[config.mk]
export PLATFORM = sky130hd
export DESIGN_NAME = lcd_hd44780_responder_flat
export DESIGN_NICKNAME = d
export VERILOG_FILES = /design/src/rtl/lcd_hd44780_responder_if.sv /design/src/rtl/lcd_hd44780_responder.sv /design/src/flat_wrapper.sv
export SDC_FILE = /design/constraint.sdc
export NUM_CORES = 1
export LEC_CHECK = 0
export CAP_MARGIN = 20
export CORE_MARGIN = 2
export CORE_UTILIZATION = 40
export CTS_CLUSTER_SIZE = 12
export DETAILED_ROUTE_END_ITERATION = 8
export HOLD_SLACK_MARGIN = 0.03
export SLEW_MARGIN = 30
export SYNTH_ARGS = -nofsm -noshare
export SYNTH_HDL_FRONTEND = slang
export SYNTH_SLANG_ARGS = --single-unit
export TNS_END_PERCENT = 10
[constraint.sdc]
create_clock -name clk -period 6.7 [get_ports clk]
set_clock_uncertainty 0.1 [all_clocks]
set_input_delay 2.01 -clock clk [delete_from_list [all_inputs] [get_ports clk]]
set_output_delay 2.01 -clock clk [all_outputs]
set_load 0.005 [all_outputs]
[src/rtl/lcd_hd44780_responder_if.sv]
// HD44780 parallel bus as seen from the display side: enable strobe, register select,
// direction and data. The controller drives it, the responder only listens.
interface lcd_hd44780_responder_if;
    logic       LCD_E;
    logic       LCD_RS;
    logic       LCD_RW;
    logic [7:0] LCD_DATA;

    modport master (output LCD_E, output LCD_RS, output LCD_RW, output LCD_DATA);
    modport slave  (input  LCD_E, input  LCD_RS, input  LCD_RW, input  LCD_DATA);
endinterface

[src/rtl/lcd_hd44780_responder.sv]
// HD44780-style 16x2 text-LCD responder: decodes bus transactions on the falling edge of E,
// keeps the 80-byte DDRAM, address counter, display flags, busy flag and overrun counter.
module lcd_hd44780_responder #(
    parameter int BUSY_CYCLES  = 4,
    parameter int CLEAR_CYCLES = 96,
    parameter int OVR_W        = 8
) (
    input  logic                   clk,
    input  logic                   rst,
    lcd_hd44780_responder_if.slave lcd,
    input  logic [6:0]             dbg_addr,
    output logic [7:0]             dbg_data,
    output logic [7:0]             bf_ac,
    output logic                   busy,
    output logic                   disp_on,
    output logic                   cursor_on,
    output logic                   blink_on,
    output logic                   id_inc,
    output logic                   entry_shift,
    output logic                   two_line,
    output logic [5:0]             disp_shift,
    output logic                   wr_strobe,
    output logic                   cmd_err,
    output logic [OVR_W-1:0]       ovr_cnt
);
    typedef enum logic [1:0] {
        S_INIT_FILL  = 2'd0,
        S_IDLE       = 2'd1,
        S_EXEC       = 2'd2,
        S_CLEAR_FILL = 2'd3
    } state_t;

    localparam logic [15:0] BUSY_LAST  = 16'(BUSY_CYCLES - 1);
    localparam logic [15:0] CLEAR_LAST = 16'(CLEAR_CYCLES - 1);
    localparam logic [15:0] FILL_LAST  = 16'd79;

    function automatic logic [6:0] ddram_index(input logic [6:0] ac);
        return (ac[6] ? 7'd40 : 7'd0) + {1'b0, ac[5:0]};
    endfunction

    // Line-aware AC stepping; one-line mode treats 0x00-0x4F as a single ring.
    function automatic logic [6:0] ac_step(input logic [6:0] ac, input logic up, input logic two);
        logic [6:0] r;
        if (two) begin
            if (up) begin
                if (ac == 7'h27)      r = 7'h40;
                else if (ac == 7'h67) r = 7'h00;
                else                  r = ac + 7'd1;
            end else begin
                if (ac == 7'h00)      r = 7'h67;
                else if (ac == 7'h40) r = 7'h27;
                else                  r = ac - 7'd1;
            end
        end else begin
            if (up) r = (ac >= 7'h4F) ? 7'h00 : ac + 7'd1;
            else    r = (ac == 7'h00) ? 7'h4F : ac - 7'd1;
        end
        return r;
    endfunction

    function automatic logic [5:0] shift_step(input logic [5:0] s, input logic up);
        logic [5:0] r;
        if (up) r = (s >= 6'd39) ? 6'd0 : s + 6'd1;
        else    r = (s == 6'd0) ? 6'd39 : s - 6'd1;
        return r;
    endfunction

    state_t           state_r, state_s;
    logic [15:0]      cnt_r, cnt_s;
    logic             e_d_r;
    logic [6:0]       ac_r, ac_s;
    logic             disp_on_r, disp_on_s, cursor_on_r, cursor_on_s, blink_on_r, blink_on_s;
    logic             id_inc_r, id_inc_s, entry_shift_r, entry_shift_s, two_line_r, two_line_s;
    logic [5:0]       shift_r, shift_s;
    logic             wr_strobe_r, wr_strobe_s, cmd_err_r, cmd_err_s, busy_r;
    logic [OVR_W-1:0] ovr_r, ovr_s;
    logic [7:0]       dbg_data_r;
    logic [7:0]       ram_r [0:79];
    logic             ram_we_s;
    logic [6:0]       ram_idx_s, dbg_idx_s;
    logic [7:0]       ram_wd_s;
    logic             txn_s, status_rd_s, acc_s, drop_s, is_clear_s;

    assign txn_s       = e_d_r & ~lcd.LCD_E;
    assign status_rd_s = txn_s & ~lcd.LCD_RS & lcd.LCD_RW;
    assign acc_s       = txn_s & ~status_rd_s & (state_r == S_IDLE);
    assign drop_s      = txn_s & ~status_rd_s & (state_r != S_IDLE);
    assign is_clear_s  = ~lcd.LCD_RS & ~lcd.LCD_RW & (lcd.LCD_DATA == 8'h01);
    assign dbg_idx_s   = ddram_index(dbg_addr);

    // State register
    always_ff @(posedge clk or negedge rst) begin
        if (!rst) state_r <= S_INIT_FILL;
        else      state_r <= state_s;
    end

    // Next-state decode
    always_comb begin
        state_s = state_r;
        case (state_r)
            S_INIT_FILL:  if (cnt_r == FILL_LAST) state_s = S_IDLE; else state_s = S_INIT_FILL;
            S_IDLE: begin
                if (acc_s) state_s = is_clear_s ? S_CLEAR_FILL : S_EXEC;
                else       state_s = S_IDLE;
            end
            S_EXEC:       if (cnt_r == 16'd0) state_s = S_IDLE; else state_s = S_EXEC;
            S_CLEAR_FILL: if (cnt_r == CLEAR_LAST) state_s = S_IDLE; else state_s = S_CLEAR_FILL;
            default:      state_s = S_INIT_FILL;
        endcase
    end

    // Output / datapath next values: instruction decode, DDRAM write port, counters
    always_comb begin
        cnt_s = cnt_r;  ac_s = ac_r;  shift_s = shift_r;
        disp_on_s = disp_on_r;  cursor_on_s = cursor_on_r;  blink_on_s = blink_on_r;
        id_inc_s = id_inc_r;  entry_shift_s = entry_shift_r;  two_line_s = two_line_r;
        wr_strobe_s = 1'b0;  cmd_err_s = 1'b0;
        ram_we_s = 1'b0;  ram_idx_s = 7'd0;  ram_wd_s = 8'h00;
        case (state_r)
            S_INIT_FILL, S_CLEAR_FILL: begin
                ram_we_s  = (cnt_r < 16'd80);
                ram_idx_s = cnt_r[6:0];
                ram_wd_s  = 8'h20;
                cnt_s     = cnt_r + 16'd1;
            end
            S_EXEC: cnt_s = cnt_r - 16'd1;
            S_IDLE: begin
                cnt_s = BUSY_LAST;
                if (!acc_s) begin
                    cnt_s = BUSY_LAST;
                end else if (lcd.LCD_RS) begin
                    if (lcd.LCD_RW) begin
                        cmd_err_s = 1'b1;
                    end else begin
                        ram_we_s    = 1'b1;
                        ram_idx_s   = ddram_index(ac_r);
                        ram_wd_s    = lcd.LCD_DATA;
                        wr_strobe_s = 1'b1;
                        ac_s        = ac_step(ac_r, id_inc_r, two_line_r);
                        if (entry_shift_r) shift_s = shift_step(shift_r, id_inc_r);
                        else               shift_s = shift_r;
                    end
                end else begin
                    casez (lcd.LCD_DATA)
                        8'b1???????: begin
                            if (lcd.LCD_DATA[5:0] <= 6'd39) ac_s = lcd.LCD_DATA[6:0];
                            else                            cmd_err_s = 1'b1;
                        end
                        8'b01??????: cmd_err_s = 1'b1;
                        8'b001?????: two_line_s = lcd.LCD_DATA[3];
                        8'b0001????: begin
                            if (lcd.LCD_DATA[3]) shift_s = shift_step(shift_r, lcd.LCD_DATA[2]);
                            else                 ac_s = ac_step(ac_r, lcd.LCD_DATA[2], two_line_r);
                        end
                        8'b00001???: {disp_on_s, cursor_on_s, blink_on_s} = lcd.LCD_DATA[2:0];
                        8'b000001??: {id_inc_s, entry_shift_s} = lcd.LCD_DATA[1:0];
                        8'b0000001?: begin ac_s = 7'd0; shift_s = 6'd0; end
                        8'b00000001: begin ac_s = 7'd0; shift_s = 6'd0; id_inc_s = 1'b1; cnt_s = 16'd0; end
                        default:     cmd_err_s = 1'b0;
                    endcase
                end
            end
            default: cnt_s = 16'd0;
        endcase
        if (drop_s && (ovr_r != {OVR_W{1'b1}})) ovr_s = ovr_r + OVR_W'(1);
        else                                    ovr_s = ovr_r;
    end

    // Registered control state and outputs
    always_ff @(posedge clk or negedge rst) begin
        if (!rst) begin
            cnt_r <= 16'd0;  e_d_r <= 1'b0;  ac_r <= 7'd0;  shift_r <= 6'd0;
            disp_on_r <= 1'b0;  cursor_on_r <= 1'b0;  blink_on_r <= 1'b0;
            id_inc_r <= 1'b1;  entry_shift_r <= 1'b0;  two_line_r <= 1'b0;
            wr_strobe_r <= 1'b0;  cmd_err_r <= 1'b0;  busy_r <= 1'b1;
            ovr_r <= {OVR_W{1'b0}};  dbg_data_r <= 8'h00;
        end else begin
            cnt_r <= cnt_s;  e_d_r <= lcd.LCD_E;  ac_r <= ac_s;  shift_r <= shift_s;
            disp_on_r <= disp_on_s;  cursor_on_r <= cursor_on_s;  blink_on_r <= blink_on_s;
            id_inc_r <= id_inc_s;  entry_shift_r <= entry_shift_s;  two_line_r <= two_line_s;
            wr_strobe_r <= wr_strobe_s;  cmd_err_r <= cmd_err_s;
            busy_r <= (state_s != S_IDLE);
            ovr_r <= ovr_s;
            // Read-before-write: a same-cycle write to this index is seen next cycle.
            dbg_data_r <= (dbg_idx_s < 7'd80) ? ram_r[dbg_idx_s] : 8'h00;
        end
    end

    // DDRAM write port (contents survive reset; INIT_FILL rewrites them)
    always_ff @(posedge clk) begin
        if (ram_we_s) ram_r[ram_idx_s] <= ram_wd_s;
    end

    assign dbg_data    = dbg_data_r;
    assign bf_ac       = {busy_r, ac_r};
    assign busy        = busy_r;
    assign disp_on     = disp_on_r;
    assign cursor_on   = cursor_on_r;
    assign blink_on    = blink_on_r;
    assign id_inc      = id_inc_r;
    assign entry_shift = entry_shift_r;
    assign two_line    = two_line_r;
    assign disp_shift  = shift_r;
    assign wr_strobe   = wr_strobe_r;
    assign cmd_err     = cmd_err_r;
    assign ovr_cnt     = ovr_r;
endmodule
[src/flat_wrapper.sv]
// flat-port wrapper written by rule: the top's interface ports become plain ports
module lcd_hd44780_responder_flat 
#(
    parameter int BUSY_CYCLES  = 4,
    parameter int CLEAR_CYCLES = 96,
    parameter int OVR_W        = 8
)
  (clk, rst, dbg_addr, dbg_data, bf_ac, busy, disp_on, cursor_on, blink_on, id_inc, entry_shift, two_line, disp_shift, wr_strobe, cmd_err, ovr_cnt, lcd_LCD_E, lcd_LCD_RS, lcd_LCD_RW, lcd_LCD_DATA);
  lcd_hd44780_responder_if lcd_i ();
  input  logic clk;
  input  logic rst;
  input  logic [6:0] dbg_addr;
  output logic [7:0] dbg_data;
  output logic [7:0] bf_ac;
  output logic busy;
  output logic disp_on;
  output logic cursor_on;
  output logic blink_on;
  output logic id_inc;
  output logic entry_shift;
  output logic two_line;
  output logic [5:0] disp_shift;
  output logic wr_strobe;
  output logic cmd_err;
  output logic [OVR_W-1:0] ovr_cnt;
  input wire logic [$bits(lcd_i.LCD_E)-1:0] lcd_LCD_E;
  input wire logic [$bits(lcd_i.LCD_RS)-1:0] lcd_LCD_RS;
  input wire logic [$bits(lcd_i.LCD_RW)-1:0] lcd_LCD_RW;
  input wire logic [$bits(lcd_i.LCD_DATA)-1:0] lcd_LCD_DATA;
  assign lcd_i.LCD_E = lcd_LCD_E;
  assign lcd_i.LCD_RS = lcd_LCD_RS;
  assign lcd_i.LCD_RW = lcd_LCD_RW;
  assign lcd_i.LCD_DATA = lcd_LCD_DATA;
  lcd_hd44780_responder #(.BUSY_CYCLES(BUSY_CYCLES), .CLEAR_CYCLES(CLEAR_CYCLES), .OVR_W(OVR_W)) u_core (.clk(clk), .rst(rst), .lcd(lcd_i), .dbg_addr(dbg_addr), .dbg_data(dbg_data), .bf_ac(bf_ac), .busy(busy), .disp_on(disp_on), .cursor_on(cursor_on), .blink_on(blink_on), .id_inc(id_inc), .entry_shift(entry_shift), .two_line(two_line), .disp_shift(disp_shift), .wr_strobe(wr_strobe), .cmd_err(cmd_err), .ovr_cnt(ovr_cnt));
endmodule
==> qor.yml <==
grt_pass1_wl_mm: 104
placedInstanceArea_um2: 31100
hpwlAfterDp_mm: 44.2
nets: 1779
antenna_found_initial: 0
drive_gt1_frac: 0.210
pwr_density_cell_nw_per_um2: 270
synth_top_area_share: 0.656
clock-sinks: 697
grt_util_met1: 0.257
avgViaCountPerCell: 5.74
ys_ff_latch: 697
die-width_um: 275
die_area_um2: 75500
yosysTopAreaCell: "edfxtp_1"
initial_core_util: 0.403
fmax_mhz: 188
cts_buffers: 75
io_pins: 59
cp-startpoint: "lcd_LCD_E"
synth_most_common_cell: "edfxtp_1"
rows: 99
cts_tree: "yes"
setup_viol: 0
finish.utilization: 0.460
multiInputGateArea_um2: 8200
yosysWarnings: 0
grt_max_degree: 81
routed_wl_mm: 69.5
vias: 15705
io_buffers: 58
place_congestion: 0.865
final_cell_area_um2: 33500
synth_area_leaders: "edfxtp_1, mux4_2, dfrtp_1"
min_period_over_period: 0.795
antenna_cells: 0
crit_fanout: 14
htree_levels: 3
async_flop_share: 0.0818
tightest_slew_ns: 0.989
syn_to_final_growth_pct: 14.1
rsz0062_at_grt: "no"
clock_latency_ns: 0.62
met2_usage: 0.308
arrival_ns: 5.46
core_um2: 72700
end_kind: "flop"
syn-num-nets: 1685
synth_common_cells: "edfxtp_1, mux4_2, nor2_1, dfrtp_1, a21oi_1"
holdCritStartpoint: "u_core.ovr_cnt[6]"
cts_setup_buffers: 0
preCtsSetupSlack_ns: 0.845
firstDrtPassIters: 5
drc: 0
finalCriticalPeriod_ns: 5.33
outcome: "finished, final reports clean"
track_usage: 0.187
grt_pass1_vias: 15913
ant_nets: 0
cts_resized: 0
synth.distinct_cells: 75
p_total_uw: 9030
synth_area_um2: 29300
synth_edf_count: 640
ys.flop_type: "edfxtp_1"
ctsHoldBuffers: 0
fin_setup_tns_ns: 0
hp-class: "flop to flop"
vdd_drop_max_mv: 0.175
start_kind: "input port"
grt_util_met3: 0.0311
overflow: 0
max-cap-violations: 0
setup_ws_ns: 1.37
fp.dieH_um: 275
slew_headroom: 0.330
p_leak_uw: 0.00929
drt_iter0_drc: 1612
cp_data_required_time_ns: 6.83
avgSynthCellArea_um2: 18.0
root_buffer: "clkbuf_16"
clock_path_buffers: 3
synth_cells: 1632
worstSetupPathType: "input port to flop"
top_usage_layer: "met2"
ys_seq_area_frac: 0.704
avgRoutedWirePerCell_um: 25.4
clkTransAtPathRegs_ns: 0.06
seq_area_um2: 20600
hold_violations: 0
fillCellCount: 6090
maxSlewViolCount: 0
reg2reg_from: "u_core.state_r[1]"
-- flip-flops by register name, summed over array words and instances (netlist names) --
register	flops
u_core.ram_r	640
u_core.cnt_r	16
u_core.dbg_data	8
u_core.ovr_cnt	8
u_core.ac_r	7
u_core.disp_shift	6
u_core.state_r	2
u_core.blink_on	1
u_core.busy	1
u_core.cmd_err	1
u_core.cursor_on	1
u_core.disp_on	1
u_core.e_d_r	1
u_core.entry_shift	1
u_core.id_inc	1
u_core.two_line	1
u_core.wr_strobe	1
-- cell usage in the layout (no fill, tap or decap), drive strengths merged, types with 4 or more instances in the layout --
cell           Yosys  final
edfxtp           640    640
mux4             177    177
nor2             123    123
clkbuf            41     98
dfrtp             55     55
clkdlybuf4s50      0     54
a21oi             50     50
buf               46     50
nand2             49     49
o21ai             40     40
nor2b             32     32
a211oi            32     32
ha                32     32
mux2i             27     27
inv               22     25
nand3             24     24
clkinv             1     22
nor3              21     21
nand2b            20     20
mux2              15     15
nand4             14     14
xnor2             14     14
and3              14     14
a31oi             12     12
o211ai            10     10
and2              10     10
or3                8      8
xor2               8      8
nor4               7      7
o31ai              6      6
a21o               6      6
nor3b              6      6
nand3b             5      5
a32oi              5      5
bufinv             0      5
a221oi             4      4
o21bai             4      4
or2                4      4
or4                4      4
-- critical path, stage by stage --
cell             delay, ns
clkdlybuf4s50_1       0.46
and4bb_4              0.49
nand2_1               0.17
inv_2                 0.20
a31oi_1               0.10
o32ai_1               0.34
nand3_1               0.80
nor2_1                0.88
-- metal layers --
layer | part of all wire | wire (um) | vias to the layer above
met2 | 0.49 | 34300 | 585
met3 | 0.060 | 4170 | 107
met1 | 0.42 | 29400 | 8221
met4 | 0.025 | 1710 | 0
met5 | 0 | 0 | -
li1 | - | - | 6792
-- cells by family after synthesis --
logic type               synth area share
multiplexers                        0.151
AO/OA/AOI/OAI                      0.0449
adder cells (fa/ha/maj)            0.0143
flip-flops                          0.704
XOR/XNOR                          0.00657
AND/OR/NAND/NOR                    0.0618
buffers and inverters              0.0172
-- area by class of cell --
type / instances / share of cell area
flip-flops and latches: 697 / 0.617
multi-input cells: 825 / 0.245
clock buffers: 98 / 0.0606
well taps: 959 / 0.0359
repair buffers: 104 / 0.0296
clock inverters: 30 / 0.00909
inverters: 23 / 0.00258
-- power breakdown --
part           internal, uW  switching (uW)  leakage (uW)
Clock                  2320            1630       0.00114
Combinational           157             182       0.00288
Sequential             4710            29.1       0.00526
Total                  7190            1840       0.00929
-- metrics by stage --
stage	hold WS (ns)	instances
after detailed placement	0.381	2608
after global placement	0.388	2608
after global routing	0.427	2736
after CTS	0.396	2736
after floorplan	0.381	1632
final	0.400	2736
-- worst paths after layout --
check / endpoint / slack [ns] / cells past startpoint
setup / recovery: u_core.ram_r[41][7] / 1.37 / 8
hold / removal: u_core.ovr_cnt[6] / 0.40 / 1
setup reg to reg: u_core.ram_r[41][7] / 2.59 / 9
hold reg to reg: u_core.ovr_cnt[6] / 0.40 / 1
max in group asynchronous: u_core.ac_r[4] / 4.42 / 2
min in group asynchronous: u_core.cnt_r[9] / 1.49 / 2
(Power assumes the default switching activity.)
